[src/rtl/axi_cdc_fifo_rd.sv]
// Reader half of a gray-pointer asynchronous FIFO: synchronizes the writer's
// pointer, pops entries into a single output register, and returns a gray read pointer.
module axi_cdc_fifo_rd #(
  parameter int DataWidth  = 8,
  parameter int LogDepth   = 1,
  parameter int SyncStages = 2
) (
  input  logic                                clk_i,
  input  logic                                rst_i,
  input  logic [(2**LogDepth)*DataWidth-1:0]  async_data_i,
  input  logic [LogDepth:0]                   async_wptr_i,
  output logic [LogDepth:0]                   async_rptr_o,
  output logic [DataWidth-1:0]                dst_data_o,
  output logic                                dst_valid_o,
  input  logic                                dst_ready_i
);
  localparam int PtrW = LogDepth + 1;

  if (LogDepth < 1 || SyncStages < 1 || DataWidth < 1) begin : g_bad_params
    $error("axi_cdc_fifo_rd: LogDepth, SyncStages and DataWidth must all be >= 1");
  end

  function automatic logic [PtrW-1:0] gray(input logic [PtrW-1:0] bin);
    return bin ^ (bin >> 1);
  endfunction

  logic [PtrW-1:0]      wsync_q [SyncStages];
  logic [PtrW-1:0]      wsync_d [SyncStages];
  logic [PtrW-1:0]      wptr_sync;
  logic [PtrW-1:0]      rptr_q, rptr_d;
  logic [PtrW-1:0]      rgray_q, rgray_d;
  logic                 valid_q, valid_d;
  logic [DataWidth-1:0] data_q, data_d;
  logic [DataWidth-1:0] entry;
  logic                 empty, load;

  always_comb begin
    wsync_d[0] = async_wptr_i;
    for (int i = 1; i < SyncStages; i++) begin
      wsync_d[i] = wsync_q[i-1];
    end
  end

  assign wptr_sync = wsync_q[SyncStages-1];

  // Empty compared in gray space: the synchronized pointer is never decoded to binary.
  always_comb begin
    empty   = (gray(rptr_q) == wptr_sync);
    load    = !empty && (!valid_q || dst_ready_i);
    entry   = async_data_i[DataWidth*int'(rptr_q[LogDepth-1:0]) +: DataWidth];
    rptr_d  = rptr_q + PtrW'(load);
    valid_d = load || (valid_q && !dst_ready_i);
    data_d  = load ? entry : data_q;
    // Registered from the current pointer, so the writer sees a pop one edge after it happens.
    rgray_d = gray(rptr_q);
  end

  always_ff @(posedge clk_i or posedge rst_i) begin
    if (rst_i) begin
      for (int i = 0; i < SyncStages; i++) begin
        wsync_q[i] <= '0;
      end
      rptr_q  <= '0;
      rgray_q <= '0;
      valid_q <= 1'b0;
      data_q  <= '0;
    end else begin
      for (int i = 0; i < SyncStages; i++) begin
        wsync_q[i] <= wsync_d[i];
      end
      rptr_q  <= rptr_d;
      rgray_q <= rgray_d;
      valid_q <= valid_d;
      data_q  <= data_d;
    end
  end

  assign async_rptr_o = rgray_q;
  assign dst_valid_o  = valid_q;
  assign dst_data_o   = data_q;

endmodule

[config.mk]
export PLATFORM = sky130hd
export DESIGN_NAME = axi_cdc_fifo_rd
export DESIGN_NICKNAME = d
export VERILOG_FILES = /design/src/rtl/axi_cdc_fifo_rd.sv
export SDC_FILE = /design/constraint.sdc
export NUM_CORES = 1
export LEC_CHECK = 0
export ABC_AREA = 1
export CORE_AREA = 2 2 54 56
export CTS_CLUSTER_SIZE = 40
export DETAILED_ROUTE_END_ITERATION = 10
export DIE_AREA = 0 0 56 58
export SYNTH_ARGS = -nofsm -noshare
export SYNTH_HDL_FRONTEND = slang
export SYNTH_SLANG_ARGS = --single-unit
[constraint.sdc]
create_clock -name clk_i -period 3.45 [get_ports clk_i]
set_clock_uncertainty 0.1 [all_clocks]
set_input_delay 0.5175 -clock clk_i [delete_from_list [all_inputs] [get_ports clk_i]]
set_output_delay 0.5175 -clock clk_i [all_outputs]
set_load 0.02 [all_outputs]
==> metrics.csv, run 1 <==
metric,value,unit
outcome,finished clean,
unrepaired setup endpoints after global routing,false,
share of layout cells above drive strength 1,0.07500,
CTS resizes,0,
final wirelength,1.626,mm
top_reg_cell synth,dfrtp_1,
Congestion Overflow GR,0,
Synth-to-Final Area Change,48.68,%
"area leader, netlist",dfrtp_1,
Post-Syn Nets,108,
MaxCap Viol Count,0,
Starting Density,0.2838,
CTS buffer count,3,
Die W,56,um
Worst Tran Pin Value,628.2,ps
I/O pin total,32,
Max transition margin,0.5807,
total power,0.0009262,W
Synth Instances,86,
Post-synth EDFFs,0,
postcts setup bufs,0,
All-Layer GR Usage,0.1089,
DRT iter0 DRCs,8,
reg2reg path depth,8,
Seq. cell area,425.4,um^2
Max rail drop VDD,0.3752,mV
ys async rst share,1.000,
clk_lat worst skew,290,ps
final HPWL from detailed placement,1.217,mm
Post-CTS Hold Buffers,0,
routed length per instance,10.77,um
post-synth top area share,0.5629,
Critical Setup Path Class,flip-flop to primary output,
CTS tree,yes,
Post-DP Area,1097,um^2
Crit. Startpoint,dst_data_o[7]$_DFFE_PP0P_,
multi-input combinational cell area,300.3,um^2
Critical Path Source Type,flip-flop,
Vias per Instance,4.391,
Worst Setup EP,dst_data_o[7],
family with the most delay on the worst path,buffers and inverters,
crit-path max cell delay,620,ps
Crit-path slowest cell,clkdlybuf4s50_1,
row count,19,
gpl congestion,0.7433,
crit path max fanout,2,
crit-path cells,clkdlybuf4s50_1,
Critical Path End Type,primary output,
Post-synth top cells,"nand2_1, dfrtp_1, nand3_1",
Final Cycle Share,0.5453,
die height,58,um
worst path bufs/invs,1,
R2R Path Start,rptr_q[0]$_DFF_PP0_,
most common cell in the netlist,nand2_1,
FMAX,531.6,MHz
via count,663,
"flops & latches, synth",17,
final antenna-violating net count,0,
final hold vios,0,
htree depth,1,
Mapped Avg Cell Area,8.788,um^2
Clock Path Buffers,2,
reg2reg end,rptr_q[1]$_DFF_PP0_,
PD cells,824.3,nW/um^2
HP Class,flip-flop to flip-flop,
CTS sink cnt,17,
Tmin final,1881,ps
Clock transition at path regs,100,ps
count of cell types in the netlist,14,
Synth Warn #,0,
critical path data required time,2830,ps
Synth Cell Area,755.7,um^2
number of cells on the critical path,1,
first-pass GRT wire length,2.663,mm
Final Cell Area,1124,um^2
pin count of the biggest net entering global routing,18,
vias in the first global route,625,
Antenna Cells,0,
Synth area leaders,"dfrtp_1, nand2_1, nand3_1",
Worst Hold Margin,257.9,ps
Layout Nets,143,
Final setup viols,0,
reported leakage power,0.5599,nW
setup tns final,0,ps
Core Area,2663,um^2
fill cell count,273,
sequential fraction of the synthesis area,0.5629,
"Slew Viols, Final",0,
die area,3248,um^2
I/O Buffers,31,
CTS Root Cell,clkbuf_4,
initial antenna violation count,0,
crit path DAT,1260,ps
FF-to-FF setup slack,1590,ps
DRC viols,0,
First-pass DRT Iterations,4,
post-layout util,0.4220,
layout by cell type (no fill, tap or decap), types with 2 or more instances in the layout:
cell,synthesis,layout
nand2_1,45,45
clkdlybuf4s50_1,0,31
dfrtp_1,17,17
nand3_1,8,8
inv_1,5,5
clkbuf_4,0,3
nand3_2,2,2
final cells by class:
| cell class | instances | area share |
|---|---|---|
| timing repair buffer | 31 | 0.2762 |
| clock buffer | 4 | 0.02339 |
| multi-input combinational | 62 | 0.2673 |
| sequential | 17 | 0.3786 |
| tap | 31 | 0.03452 |
| inverter | 6 | 0.02004 |
report_power, final:
group	total (W)	internal (W)	switching [W]
clock	0.000106	0.0000449	0.0000615
sequential	0.000341	0.000277	0.0000647
combinational	0.000478	0.000210	0.000268
flip-flops by register name, summed over array words and instances, names as in the netlist:
| name | count |
|---|---|
| async_rptr_o | 2 |
| dst_data_o | 8 |
| dst_valid_o | 1 |
| rptr_q | 2 |
| wptr_sync | 2 |
| wsync_d | 2 |
worst min-delay path by stage:
stage                                    start                      to  depth (start not counted)
final                     wsync_d[0]$_DFF_PP0_  wptr_sync[0]$_DFF_PP0_                          0
after global routing      wsync_d[1]$_DFF_PP0_  wptr_sync[1]$_DFF_PP0_                          0
after CTS                 wsync_d[1]$_DFF_PP0_  wptr_sync[1]$_DFF_PP0_                          0
after detailed placement  wsync_d[1]$_DFF_PP0_  wptr_sync[1]$_DFF_PP0_                          0
after global placement    wsync_d[0]$_DFF_PP0_  wptr_sync[0]$_DFF_PP0_                          0
after floorplan           wsync_d[0]$_DFF_PP0_  wptr_sync[0]$_DFF_PP0_                          0
kinds of logic after synthesis:
family	Yosys count	share of synthesized area
fa+ha+maj	1	0.01655
buf+inv	7	0.03974
simple gates	59	0.3576
xor+xnor	2	0.02318
flops	17	0.5629
through the flow:
stage	setup WS, ps	cells
2_1_floorplan	1909	86
3_3_place_gp	1590	147
3_5_place_dp	1567	147
4_1_cts	1548	151
5_1_grt	1401	151
6_report	1569	151
routing by layer:
layer | vias up | global-route usage | wire [um]
met5 | - | 0 | 0
met4 | 0 | 0.08163 | 27
met3 | 2 | 0.03125 | 92
met2 | 18 | 0.1798 | 786
met1 | 307 | 0.1195 | 721
li1 | 336 | - | -
No activity file was read; power rests on OpenSTA's default activity.
==> inputs of run 2 (changes only) <==
==> constraint.sdc (replaced) <==
create_clock -name clk_i -period 1.9 [get_ports clk_i]
set_clock_uncertainty 0.1 [all_clocks]
set_input_delay 0.285 -clock clk_i [delete_from_list [all_inputs] [get_ports clk_i]]
set_output_delay 0.285 -clock clk_i [all_outputs]
set_load 0.02 [all_outputs]
==> metrics.csv, run 2 (synthesized netlist as in run 1, its figures left out) <==
metric,value,unit
CTS tree,yes,
unrepaired setup endpoints after global routing,false,
share of layout cells above drive strength 1,0.1057,
final HPWL from detailed placement,1.365,mm
CTS buffer count,3,
Worst Hold Margin,188.8,ps
DRT iter0 DRCs,14,
DR top layer,met4,
Critical Path Source Type,flip-flop,
Final Cycle Share,0.9115,
Congestion Overflow GR,0,
crit path DAT,1800,ps
I/O pin total,32,
postcts setup bufs,0,
row count,19,
gpl congestion,0.8472,
Tmin final,1732,ps
htree depth,1,
Post-CTS Hold Buffers,0,
Largest register FFs,8,
vias in the first global route,654,
final setup margin,168.2,ps
FF-to-FF setup slack,170,ps
Final setup viols,0,
routed length per instance,11.14,um
Vias per Instance,4.273,
First-pass DRT Iterations,4,
reg2reg path depth,6,
pre-CTS setup slack,174.2,ps
crit-path max cell delay,460,ps
Post-Layout Cell Count,154,
placed insts,150,
pin count of the biggest net entering global routing,18,
Max rail drop VDD,0.6995,mV
I/O Buffers,31,
Clock Path Buffers,2,
clk_lat worst skew,280,ps
crit-path cells,xnor2_1 > nand3_4 > nand2_4 > inv_1 > ha_1 > xor2_1,
met3 WL,107,um
most frequent cells in the layout,"nand2_1, clkdlybuf4s50_1, dfrtp_1",
worst path bufs/invs,1,
final antenna-violating net count,0,
MaxCap Viol Count,0,
die height,58,um
"Slew Viols, Final",0,
Crit-path slowest cell,dfrtp_1,
Die W,56,um
FMAX,577.4,MHz
Clock transition at path regs,100,ps
family with the most delay on the worst path,XOR/XNOR gates,
setup tns final,0,ps
Layout Nets,146,
first-pass GRT wire length,2.829,mm
final wirelength,1.715,mm
Antenna Cells,0,
via count,658,
reported leakage power,0.5769,nW
HP Class,input pin to async pin,
die area,3248,um^2
initial antenna violation count,0,
crit path max fanout,9,
Synth-to-Final Area Change,51.82,%
CTS resizes,0,
reg2reg end,rptr_q[1]$_DFF_PP0_,
Critical Path End Type,flip-flop,
critical path data required time,1970,ps
final hold vios,0,
Core Area,2663,um^2
outcome,finished clean,
DRC viols,0,
Starting Density,0.2838,
All-Layer GR Usage,0.1145,
PD cells,1486,nW/um^2
Max transition margin,0.7531,
Worst Tran Pin Value,367.7,ps
Critical Setup Path Class,flip-flop to flip-flop,
CTS sink cnt,17,
R2R Path Start,rptr_q[1]$_DFF_PP0_,
CTS Root Cell,clkbuf_4,
DRT met1 WL,719,um
routed wl met2,825,um
"most common cell after layout, fill and taps aside",nand2_1,
run 2: cell count changes in the layout (fill, tap and decap cells not counted), sizes merged:
cell	change
clkbuf	-1
clkinv	+1
buf	+3
run 2: layout make-up:
class | instances | area [um^2]
fillers | 258 | 1515
flip-flops and latches | 17 | 425.4
repair buffers | 34 | 332.8
multi-input cells | 62 | 300.3
well taps | 31 | 38.79
clock buffers | 3 | 22.52
inverters | 6 | 22.52
clock inverters | 1 | 5.005
run 2: through the flow:
stage	instance area [um^2]	utilization	power [W]
floorplan	755.7	-	0.001154
global placement	1120	0.4206	0.001508
detailed placement	1120	0.4206	0.001532
CTS	1147	0.4309	0.001731
global route	1147	0.4309	0.001857
finish	1147	0.4309	0.001706
run 2: routing by layer:
metal	global-route usage	up-vias
li1	-	342
met1	0.1390	290
met2	0.1714	20
met3	0.03348	6
met4	0.08844	0
met5	0	-
run 2: worst max-delay path by stage:
stage | start | end | cells past startpoint
floorplan | rptr_q[1]$_DFF_PP0_ | rptr_q[1]$_DFF_PP0_ | 6
global placement | rptr_q[1]$_DFF_PP0_ | rptr_q[1]$_DFF_PP0_ | 6
detailed placement | rptr_q[1]$_DFF_PP0_ | rptr_q[1]$_DFF_PP0_ | 6
CTS | rptr_q[1]$_DFF_PP0_ | rptr_q[1]$_DFF_PP0_ | 6
global route | rptr_q[0]$_DFF_PP0_ | rptr_q[1]$_DFF_PP0_ | 8
finish | rptr_q[1]$_DFF_PP0_ | rptr_q[1]$_DFF_PP0_ | 6
run 2: tightest hold or removal path, stage by stage:
cell	delay [ps]
clkdlybuf4s50_1	390
inv_1	50
buf_4	230
run 2: power by group:
group / internal (W) / total (W) / switching [W]
Sequential: 0.000503 / 0.000599 / 0.0000964
Combinational: 0.000405 / 0.000916 / 0.000510
Clock: 0.0000782 / 0.000191 / 0.000112
